`src/rtl/lrn_square_sum_if.sv`:
```
`default_nettype none
// ============================================================================
// Module      : lrn_square_sum_if
// Description : Word stream into the LRN window stage and its sum/centre outputs.
// Revision    : 1.0 - initial release
// ============================================================================
interface lrn_square_sum_if #(
    parameter int OP_WIDTH   = 16,
    parameter int NUM_PE     = 4,
    parameter int DATA_WIDTH = OP_WIDTH * NUM_PE
);
    logic                  enable;
    logic [DATA_WIDTH-1:0] data_in;
    logic                  last;
    logic [DATA_WIDTH-1:0] square_sum;
    logic [DATA_WIDTH-1:0] lrn_center;
    logic                  out_valid;

    modport master (
        output enable, data_in, last,
        input  square_sum, lrn_center, out_valid
    );

    modport slave (
        input  enable, data_in, last,
        output square_sum, lrn_center, out_valid
    );
endinterface
`default_nettype wire

```
`src/rtl/lrn_square_sum.sv`:
```
`default_nettype none
// ============================================================================
// Module      : lrn_square_sum
// Description : Per-lane sum of squares over a +/-RADIUS channel window that is
//               confined to the current channel group, paired with the centre word.
// Revision    : 1.0 - initial release
// ============================================================================
module lrn_square_sum #(
    parameter int OP_WIDTH   = 16,
    parameter int NUM_PE     = 4,
    parameter int RADIUS     = 2,
    parameter int SQ_SHIFT   = 8,
    parameter int DATA_WIDTH = OP_WIDTH * NUM_PE
) (
    input  wire               clk,
    input  wire               reset,
    lrn_square_sum_if.slave   bus
);
    localparam int SQ_W   = 2 * OP_WIDTH;
    localparam int NTERM  = 2 * RADIUS + 1;
    localparam int ACC_W  = SQ_W + $clog2(NTERM);

    localparam logic [ACC_W-1:0] c_SAT_MAX = ACC_W'((2 ** (OP_WIDTH - 1)) - 1);

    localparam logic [1:0] c_ST_EMPTY   = 2'd0;
    localparam logic [1:0] c_ST_PENDING = 2'd1;
    localparam logic [1:0] c_ST_FLUSH   = 2'd2;

    logic [1:0]            r_state;
    logic [DATA_WIDTH-1:0] r_cur;
    logic [SQ_W-1:0]       r_prev_sq [NUM_PE];
    logic [SQ_W-1:0]       r_cur_sq  [NUM_PE];

    logic                  r_s1_valid;
    logic [DATA_WIDTH-1:0] r_s1_center;
    logic [SQ_W-1:0]       r_s1_sq   [3*NUM_PE];

    logic                  r_out_valid;
    logic [DATA_WIDTH-1:0] r_square_sum;
    logic [DATA_WIDTH-1:0] r_lrn_center;

    logic [SQ_W-1:0]       w_in_sq   [NUM_PE];
    logic [ACC_W-1:0]      w_acc     [NUM_PE];
    logic [DATA_WIDTH-1:0] w_sum;
    logic                  w_emit;
    logic                  w_next_live;

    genvar gi;
    generate
        for (gi = 0; gi < NUM_PE; gi++) begin : g_lane_sq
            logic signed [OP_WIDTH-1:0] w_x;
            logic signed [SQ_W-1:0]     w_xe;
            logic signed [SQ_W-1:0]     w_prod;
            assign w_x         = bus.data_in[gi*OP_WIDTH +: OP_WIDTH];
            assign w_xe        = {{OP_WIDTH{w_x[OP_WIDTH-1]}}, w_x};
            assign w_prod      = w_xe * w_xe;
            assign w_in_sq[gi] = w_prod >>> SQ_SHIFT;
        end
    endgenerate

    // The centre is emitted once its successor is known: either the next word
    // of the same group arrives, or the group has ended (FLUSH).
    assign w_next_live = (r_state == c_ST_PENDING) && bus.enable;
    assign w_emit      = w_next_live || (r_state == c_ST_FLUSH);

    always_ff @(posedge clk) begin
        if (reset) begin
            r_state <= c_ST_EMPTY;
            r_cur   <= '0;
            for (int i = 0; i < NUM_PE; i++) begin
                r_prev_sq[i] <= '0;
                r_cur_sq[i]  <= '0;
            end
        end else begin
            case (r_state)
                c_ST_EMPTY: begin
                    if (bus.enable) begin
                        r_cur <= bus.data_in;
                        for (int i = 0; i < NUM_PE; i++) begin
                            r_prev_sq[i] <= '0;
                            r_cur_sq[i]  <= w_in_sq[i];
                        end
                        r_state <= bus.last ? c_ST_FLUSH : c_ST_PENDING;
                    end
                end
                c_ST_PENDING: begin
                    if (bus.enable) begin
                        r_cur <= bus.data_in;
                        for (int i = 0; i < NUM_PE; i++) begin
                            r_prev_sq[i] <= r_cur_sq[i];
                            r_cur_sq[i]  <= w_in_sq[i];
                        end
                        r_state <= bus.last ? c_ST_FLUSH : c_ST_PENDING;
                    end
                end
                c_ST_FLUSH: begin
                    for (int i = 0; i < NUM_PE; i++) begin
                        r_prev_sq[i] <= '0;
                    end
                    if (bus.enable) begin
                        r_cur <= bus.data_in;
                        for (int i = 0; i < NUM_PE; i++) begin
                            r_cur_sq[i] <= w_in_sq[i];
                        end
                        r_state <= bus.last ? c_ST_FLUSH : c_ST_PENDING;
                    end else begin
                        r_state <= c_ST_EMPTY;
                    end
                end
                default: r_state <= c_ST_EMPTY;
            endcase
        end
    end

    // Stage 1: capture prev|cur|next squares as one flat channel strip.
    always_ff @(posedge clk) begin
        if (reset) begin
            r_s1_valid  <= 1'b0;
            r_s1_center <= '0;
            for (int i = 0; i < 3*NUM_PE; i++) begin
                r_s1_sq[i] <= '0;
            end
        end else begin
            r_s1_valid <= w_emit;
            if (w_emit) begin
                r_s1_center <= r_cur;
                for (int i = 0; i < NUM_PE; i++) begin
                    r_s1_sq[i]            <= r_prev_sq[i];
                    r_s1_sq[NUM_PE + i]   <= r_cur_sq[i];
                    r_s1_sq[2*NUM_PE + i] <= w_next_live ? w_in_sq[i] : '0;
                end
            end
        end
    end

    always_comb begin
        w_sum = '0;
        for (int i = 0; i < NUM_PE; i++) begin
            w_acc[i] = '0;
            for (int k = 0; k < NTERM; k++) begin
                w_acc[i] = w_acc[i] + ACC_W'(r_s1_sq[NUM_PE + i - RADIUS + k]);
            end
            w_sum[i*OP_WIDTH +: OP_WIDTH] = (w_acc[i] > c_SAT_MAX) ?
                c_SAT_MAX[OP_WIDTH-1:0] : w_acc[i][OP_WIDTH-1:0];
        end
    end

    // Stage 2: saturated sums; outputs hold between strobes.
    always_ff @(posedge clk) begin
        if (reset) begin
            r_out_valid  <= 1'b0;
            r_square_sum <= '0;
            r_lrn_center <= '0;
        end else begin
            r_out_valid <= r_s1_valid;
            if (r_s1_valid) begin
                r_square_sum <= w_sum;
                r_lrn_center <= r_s1_center;
            end
        end
    end

    assign bus.square_sum = r_square_sum;
    assign bus.lrn_center = r_lrn_center;
    assign bus.out_valid  = r_out_valid;

endmodule
`default_nettype wire

```
`src/flat_wrapper.sv`:
```
// flat-port wrapper written by rule: the top's interface ports become plain ports
module lrn_square_sum_flat 
#(
    parameter int OP_WIDTH   = 16,
    parameter int NUM_PE     = 4,
    parameter int RADIUS     = 2,
    parameter int SQ_SHIFT   = 8,
    parameter int DATA_WIDTH = OP_WIDTH * NUM_PE
)
  (clk, reset, bus_enable, bus_data_in, bus_last, bus_square_sum, bus_lrn_center, bus_out_valid);
  lrn_square_sum_if #(.OP_WIDTH(OP_WIDTH), .NUM_PE(NUM_PE), .DATA_WIDTH(DATA_WIDTH)) bus_i ();
  input  wire clk;
  input  wire reset;
  input wire logic [$bits(bus_i.enable)-1:0] bus_enable;
  input wire logic [$bits(bus_i.data_in)-1:0] bus_data_in;
  input wire logic [$bits(bus_i.last)-1:0] bus_last;
  output wire logic [$bits(bus_i.square_sum)-1:0] bus_square_sum;
  output wire logic [$bits(bus_i.lrn_center)-1:0] bus_lrn_center;
  output wire logic [$bits(bus_i.out_valid)-1:0] bus_out_valid;
  assign bus_i.enable = bus_enable;
  assign bus_i.data_in = bus_data_in;
  assign bus_i.last = bus_last;
  assign bus_square_sum = bus_i.square_sum;
  assign bus_lrn_center = bus_i.lrn_center;
  assign bus_out_valid = bus_i.out_valid;
  lrn_square_sum #(.OP_WIDTH(OP_WIDTH), .NUM_PE(NUM_PE), .RADIUS(RADIUS), .SQ_SHIFT(SQ_SHIFT), .DATA_WIDTH(DATA_WIDTH)) u_core (.clk(clk), .reset(reset), .bus(bus_i));
endmodule
```
`config.mk`:
```
export PLATFORM = sky130hd
export DESIGN_NAME = lrn_square_sum_flat
export DESIGN_NICKNAME = d
export VERILOG_FILES = /design/src/rtl/lrn_square_sum_if.sv /design/src/rtl/lrn_square_sum.sv /design/src/flat_wrapper.sv
export SDC_FILE = /design/constraint.sdc
export NUM_CORES = 2
export LEC_CHECK = 0
export CORE_UTILIZATION = 40
export CTS_CLUSTER_DIAMETER = 100
export DETAILED_ROUTE_END_ITERATION = 8
export HOLD_SLACK_MARGIN = 0.03
export PLACE_DENSITY = 0.54
export SETUP_SLACK_MARGIN = 0.02
export SLEW_MARGIN = 20
export SYNTH_ARGS = -nofsm -noshare
export SYNTH_HDL_FRONTEND = slang
export SYNTH_SLANG_ARGS = --single-unit
```
`constraint.sdc`:
```
create_clock -name clk -period 9.49 [get_ports clk]
set_input_delay 1.898 -clock clk [delete_from_list [all_inputs] [get_ports clk]]
set_output_delay 1.898 -clock clk [all_outputs]
set_load 0.01 [all_outputs]
```
; Word level (Yosys, flattened, before mapping)
; Memory sizes are Yosys's and may differ from the RTL's.
; Cells that the tools add are included.
[totals]
mem_count = 3
out_inout_bits = 129
latch_bits = 0
rom_bits = 0
ram_bits = 640
word_cells = 145
register_bits = 260
[memory_table]
columns = memory, depth, width, read_ports, rd_ports_with_merged_regs, wr, line
row1 = u_core.r_s1_sq, 12, 32, 8, 0, 12, lrn_square_sum.sv:36  ; logic [SQ_W-1:0] r_s1_sq [3*NUM_PE];
row2 = u_core.r_cur_sq, 4, 32, 4, 0, 4, lrn_square_sum.sv:32  ; logic [SQ_W-1:0] r_cur_sq [NUM_PE];
row3 = u_core.r_prev_sq, 4, 32, 4, 0, 4, lrn_square_sum.sv:31  ; logic [SQ_W-1:0] r_prev_sq [NUM_PE];
[classes]
n_mul = 4
div = 0
eq_ne = 3
n_addsub = 16
bitwise_logic = 36
n_shift = 0
mux = 66
n_lt_le_gt_ge = 4
reduce_logical = 6
[op_table]
columns = op, n
row1 = $mux W32, 40
row2 = $add A35 B32 Y35, 12
row3 = $gt A35 B15 Y1 const B, 4
row4 = $add A32 B32 Y33, 4
row5 = $mul A16 B16 Y32, 4
row6 = $mux W16, 4
row7 = $or A1 B1 Y1, 36
row8 = $mux W1, 18
row9 = $mux W2, 3
row10 = $pmux W2 S2, 1
row11 = $reduce_or A3 Y1, 1
row12 = $eq A2 B1 Y1 const B, 1
row13 = $eq A2 B2 Y1 const B, 1
row14 = $logic_not A2 Y1, 1
row15 = $ne A2 B1 Y1 const B, 1
row16 = $reduce_and A2 Y1, 1
row17 = $reduce_or A2 Y1, 1
row18 = $logic_and A1 B1 Y1, 1
row19 = $logic_or A1 B1 Y1, 1

; Depth between registers and ports, before layout
[depth]
ltp_word = 7
mapped_depth = 30
mapped_depth_nobuf = 28

; Least setup slack after synthesis
; OpenSTA, ideal clock, no wires.
[synth_path]
path_kind = input to register
startpoint = input bus_data_in[2]
endpoint = memory u_core.r_s1_sq[4][21] (netlist name), data pin
cell_stages = 25
setup_ns = 0.265
arrival_time_ns = 7.974
setup_slack_ns = 1.251
path_cell_list = clkbuf_1 -> clkbuf_1 -> nand2_1 -> fa_1 -> inv_1 -> fa_1 -> inv_1 -> fa_1 -> inv_1 -> fa_1 -> inv_1 -> fa_1 -> inv_1 -> fa_1 -> ha_1 -> a21o_1 -> a21o_1 -> a221oi_1 -> o211ai_1 -> a221oi_1 -> o31ai_1 -> a211o_1 -> a21oi_1 -> xor2_1 -> nor2_1
[synth_rtl]
columns = element, line
row1 = from (decl), flat_wrapper.sv:15  ; input wire logic [$bits(bus_i.data_in)-1:0] bus_data_in;
row2 = to (decl), lrn_square_sum.sv:36

==> results.json <==
{
  "outcome": "finished, final reports clean",
  "period_share": 0.908,
  "die_h_um": 431,
  "post_cts_buffers": 0,
  "numCtsBuffers": 72,
  "io_buffer_count": 196,
  "dp_cells": 10200,
  "slowest_stage": "clkdlybuf4s50_1",
  "path_cells": "clkdlybuf4s50_1 -> nand2_1 -> fa_1 -> inv_1 -> fa_1 -> inv_1 -> fa_1 -> inv_1 -> fa_1 -> inv_1 -> fa_1 -> inv_1 -> fa_1 -> ha_1 -> a21o_1 -> a21o_1 -> a221oi_1 -> o211ai_1 -> a221oi_1 -> o31ai_1 -> a211o_1 -> a21oi_1 -> xor2_1 -> nor2_1",
  "period_minus_slack_ns": 8.61,
  "mappedNetlistNets": 9468,
  "fin_setup_tns_ns": 0,
  "clkTransAtPathRegs_ns": 0.06,
  "die_w_um": 431,
  "max_stage_delay_ns": 0.78,
  "min-delay-start": "u_core.r_cur[59]$_SDFFE_PP0P_",
  "num_vias": 51700,
  "post_drt_via_cell_ratio": 5.01,
  "ctsHoldBuffers": 0,
  "synth_area_um2": 73600,
  "regToRegEndpoint": "u_core.bus.square_sum[0]$_SDFFE_PP0P_",
  "antenna_found_initial": 12,
  "critPathMaxFanout": 9,
  "end_kind": "register",
  "grt.total_usage": 0.226,
  "num-nets-final": 9633,
  "crit_required_ns": 9.88,
  "ys_seq_elements": 596,
  "hpwl_um": 171000,
  "dieArea_um2": 186000,
  "area_delta_synth_final_pct": 10.5,
  "antenna_left": 0,
  "crit_family": "adder cells",
  "slew_headroom": 0.280,
  "dr.pass1.iters": 6,
  "synth_top_area_cell": "fa_1",
  "initial_core_util": 0.402,
  "cp-start-kind": "input pin",
  "grt_pass1_vias": 55200,
  "max_slew.worst_pin.slew_ns": 1.08,
  "rows": 157,
  "hold_class": "reg -> reg",
  "remaining_drc_errors": 0,
  "crit_type": "in -> reg",
  "cts_sinks": 596,
  "finClkSkew_ns": 0.0345,
  "cts-root-buf": "clkbuf_16",
  "r2r-start": "u_core.r_s1_sq[1][32]$_SDFFCE_PN0P_",
  "gp_congestion": 0.931,
  "ios": 197,
  "drv_cap": 0,
  "drive_gt1_frac": 0.0424,
  "drt_iter0_markers": 3274,
  "maxSlewViolCount": 0,
  "synthArstFlopShare": 0,
  "reg2reg_depth": 28,
  "wl_um": 205000,
  "seq_area_um2": 15100,
  "final-setup-viol-count": 0,
  "crit_cells": 24,
  "rsz0062_at_grt": "no",
  "cts.htree.levels": 3,
  "grt_pass1_wl_um": 323000,
  "cts_max_path_buffers": 3,
  "wire_per_inst_um": 19.9,
  "fmax_ghz": 0.116,
  "syn_area_per_cell_um2": 9.64,
  "crit_buf_inv": 6,
  "finalHoldViolations": 0,
  "postLayoutCoreUtil": 0.445,
  "startpoint": "bus_data_in[12]",
  "whs_path_depth": 2,
  "worstPathArrival_ns": 9.00,
  "synth_ff_type": "edfxtp_1",
  "grt_remaining_overflow": 0,
  "cp_common_cell": "fa_1",
  "synth_edf_count": 312,
  "cts_tree": "yes",
  "ys_types": 102,
  "clk_latency_ns": 0.69,
  "reg2reg_slack_ns": 0.92,
  "core_um2": 183000,
  "grt_max_degree": 135,
  "hold_end": "u_core.r_cur[59]$_SDFFE_PP0P_",
  "synth_top_area_share": 0.330,
  "synth-seq-area-share": 0.205,
  "stdcell_count": 10300,
  "synthTopCellsByArea": "fa_1 33%, edfxtp_1 13%, ha_1 9.4%",
  "post_cts_resized": 0,
  "nFillCells": 17700,
  "netlist_instances": 7636,
  "multi_input_area_um2": 50900,
  "ys_warn_count": 0
}
worst max path at each step:
stage / endpoint / slack, ns
global route: u_core.bus.square_sum[18]$_SDFFE_PP0P_ / 0.29
global placement: u_core.r_s1_sq[4][62]$_SDFFCE_PN0P_ / 0.23
floorplan: u_core.r_s1_sq[4][21]$_SDFFCE_PN0P_ / 1.25
finish: u_core.r_cur_sq[0][21]$_DFFE_PP_ / 0.88
detailed placement: u_core.r_s1_sq[4][62]$_SDFFCE_PN0P_ / 0.18
CTS: u_core.r_s1_sq[4][62]$_SDFFCE_PN0P_ / 0.97
metrics by stage:
step / cell area, um2 / hold slack, ns / setup WS [ns]
floorplan: 73600 / 0.426 / 1.25
global placement: 78700 / 0.435 / 0.232
detailed placement: 78700 / 0.445 / 0.175
CTS: 81300 / 0.458 / 0.969
global route: 81300 / 0.471 / 0.291
finish: 81300 / 0.452 / 0.878
final cells by class:
type,instances,share of cell area
Antenna cell,4,0.000123
Clock buffer,106,0.0263
Clock inverter,26,0.00542
Inverter,1767,0.0817
Multi-Input combinational cell,5033,0.627
Sequential cell,596,0.185
Tap cell,2464,0.0379
Timing Repair Buffer,331,0.0368
synthesized netlist by cell type, types with 43 or more instances:
cell type,n
xnor2_1,180
inv_1,1763
a21o_1,140
nand3_1,71
o21ai_0,190
clkbuf_1,204
nor3_1,82
dfxtp_1,284
a22o_1,98
edfxtp_1,312
o21bai_1,58
nor2b_1,54
nand4_1,43
nand2b_1,75
nand2_1,466
nor2_1,471
fa_1,1213
xor2_1,91
ha_1,551
a211oi_1,68
and2_1,365
mux2i_1,76
a21oi_1,268
o21a_1,49
a31oi_1,46
worst min-delay path, delay by kind of cell (launching register included):
kind / cells / cell delay, ns
flops: 1 / 0.32
compound gates: 1 / 0.05
simple gates: 1 / 0.04
sequential cells by signal (all words and copies together) (netlist names):
name                   count
u_core.bus.out_valid       1
u_core.r_cur              64
u_core.r_s1_sq           192
u_core.r_state             2
u_core.bus.lrn_center     64
u_core.r_s1_center        64
u_core.r_s1_valid          1
u_core.r_cur_sq           96
u_core.bus.square_sum     64
u_core.r_prev_sq          48
layer usage:
metal  GRT usage  wire length (um)
met3      0.0236              7280
met4      0.0590              5580
met2       0.383             97900
met5           0                82
met1       0.307             94500
cell families after synthesis:
| logic type | synth area share |
|---|---|
| AO/OA/AOI/OAI | 0.106 |
| XOR/XNOR | 0.0323 |
| adder cells (fa/ha/maj) | 0.424 |
| buffers and inverters | 0.104 |
| flip-flops | 0.205 |
| multiplexers | 0.0117 |
| AND/OR/NAND/NOR | 0.118 |
cell usage in the layout, fill, tap and decap left out, drive strengths merged, types with 193 or more instances in the layout:
cell type	synthesis	layout
inv	1763	1771
fa	1213	1213
ha	551	551
nor2	471	471
nand2	466	466
and2	365	365
edfxtp	312	312
dfxtp	284	284
a21oi	269	269
clkdlybuf4s50	1	195
o21ai	193	193
Power is not shown: default switching activity piles up to over one toggle a cycle in this logic, so the estimate is an artifact.
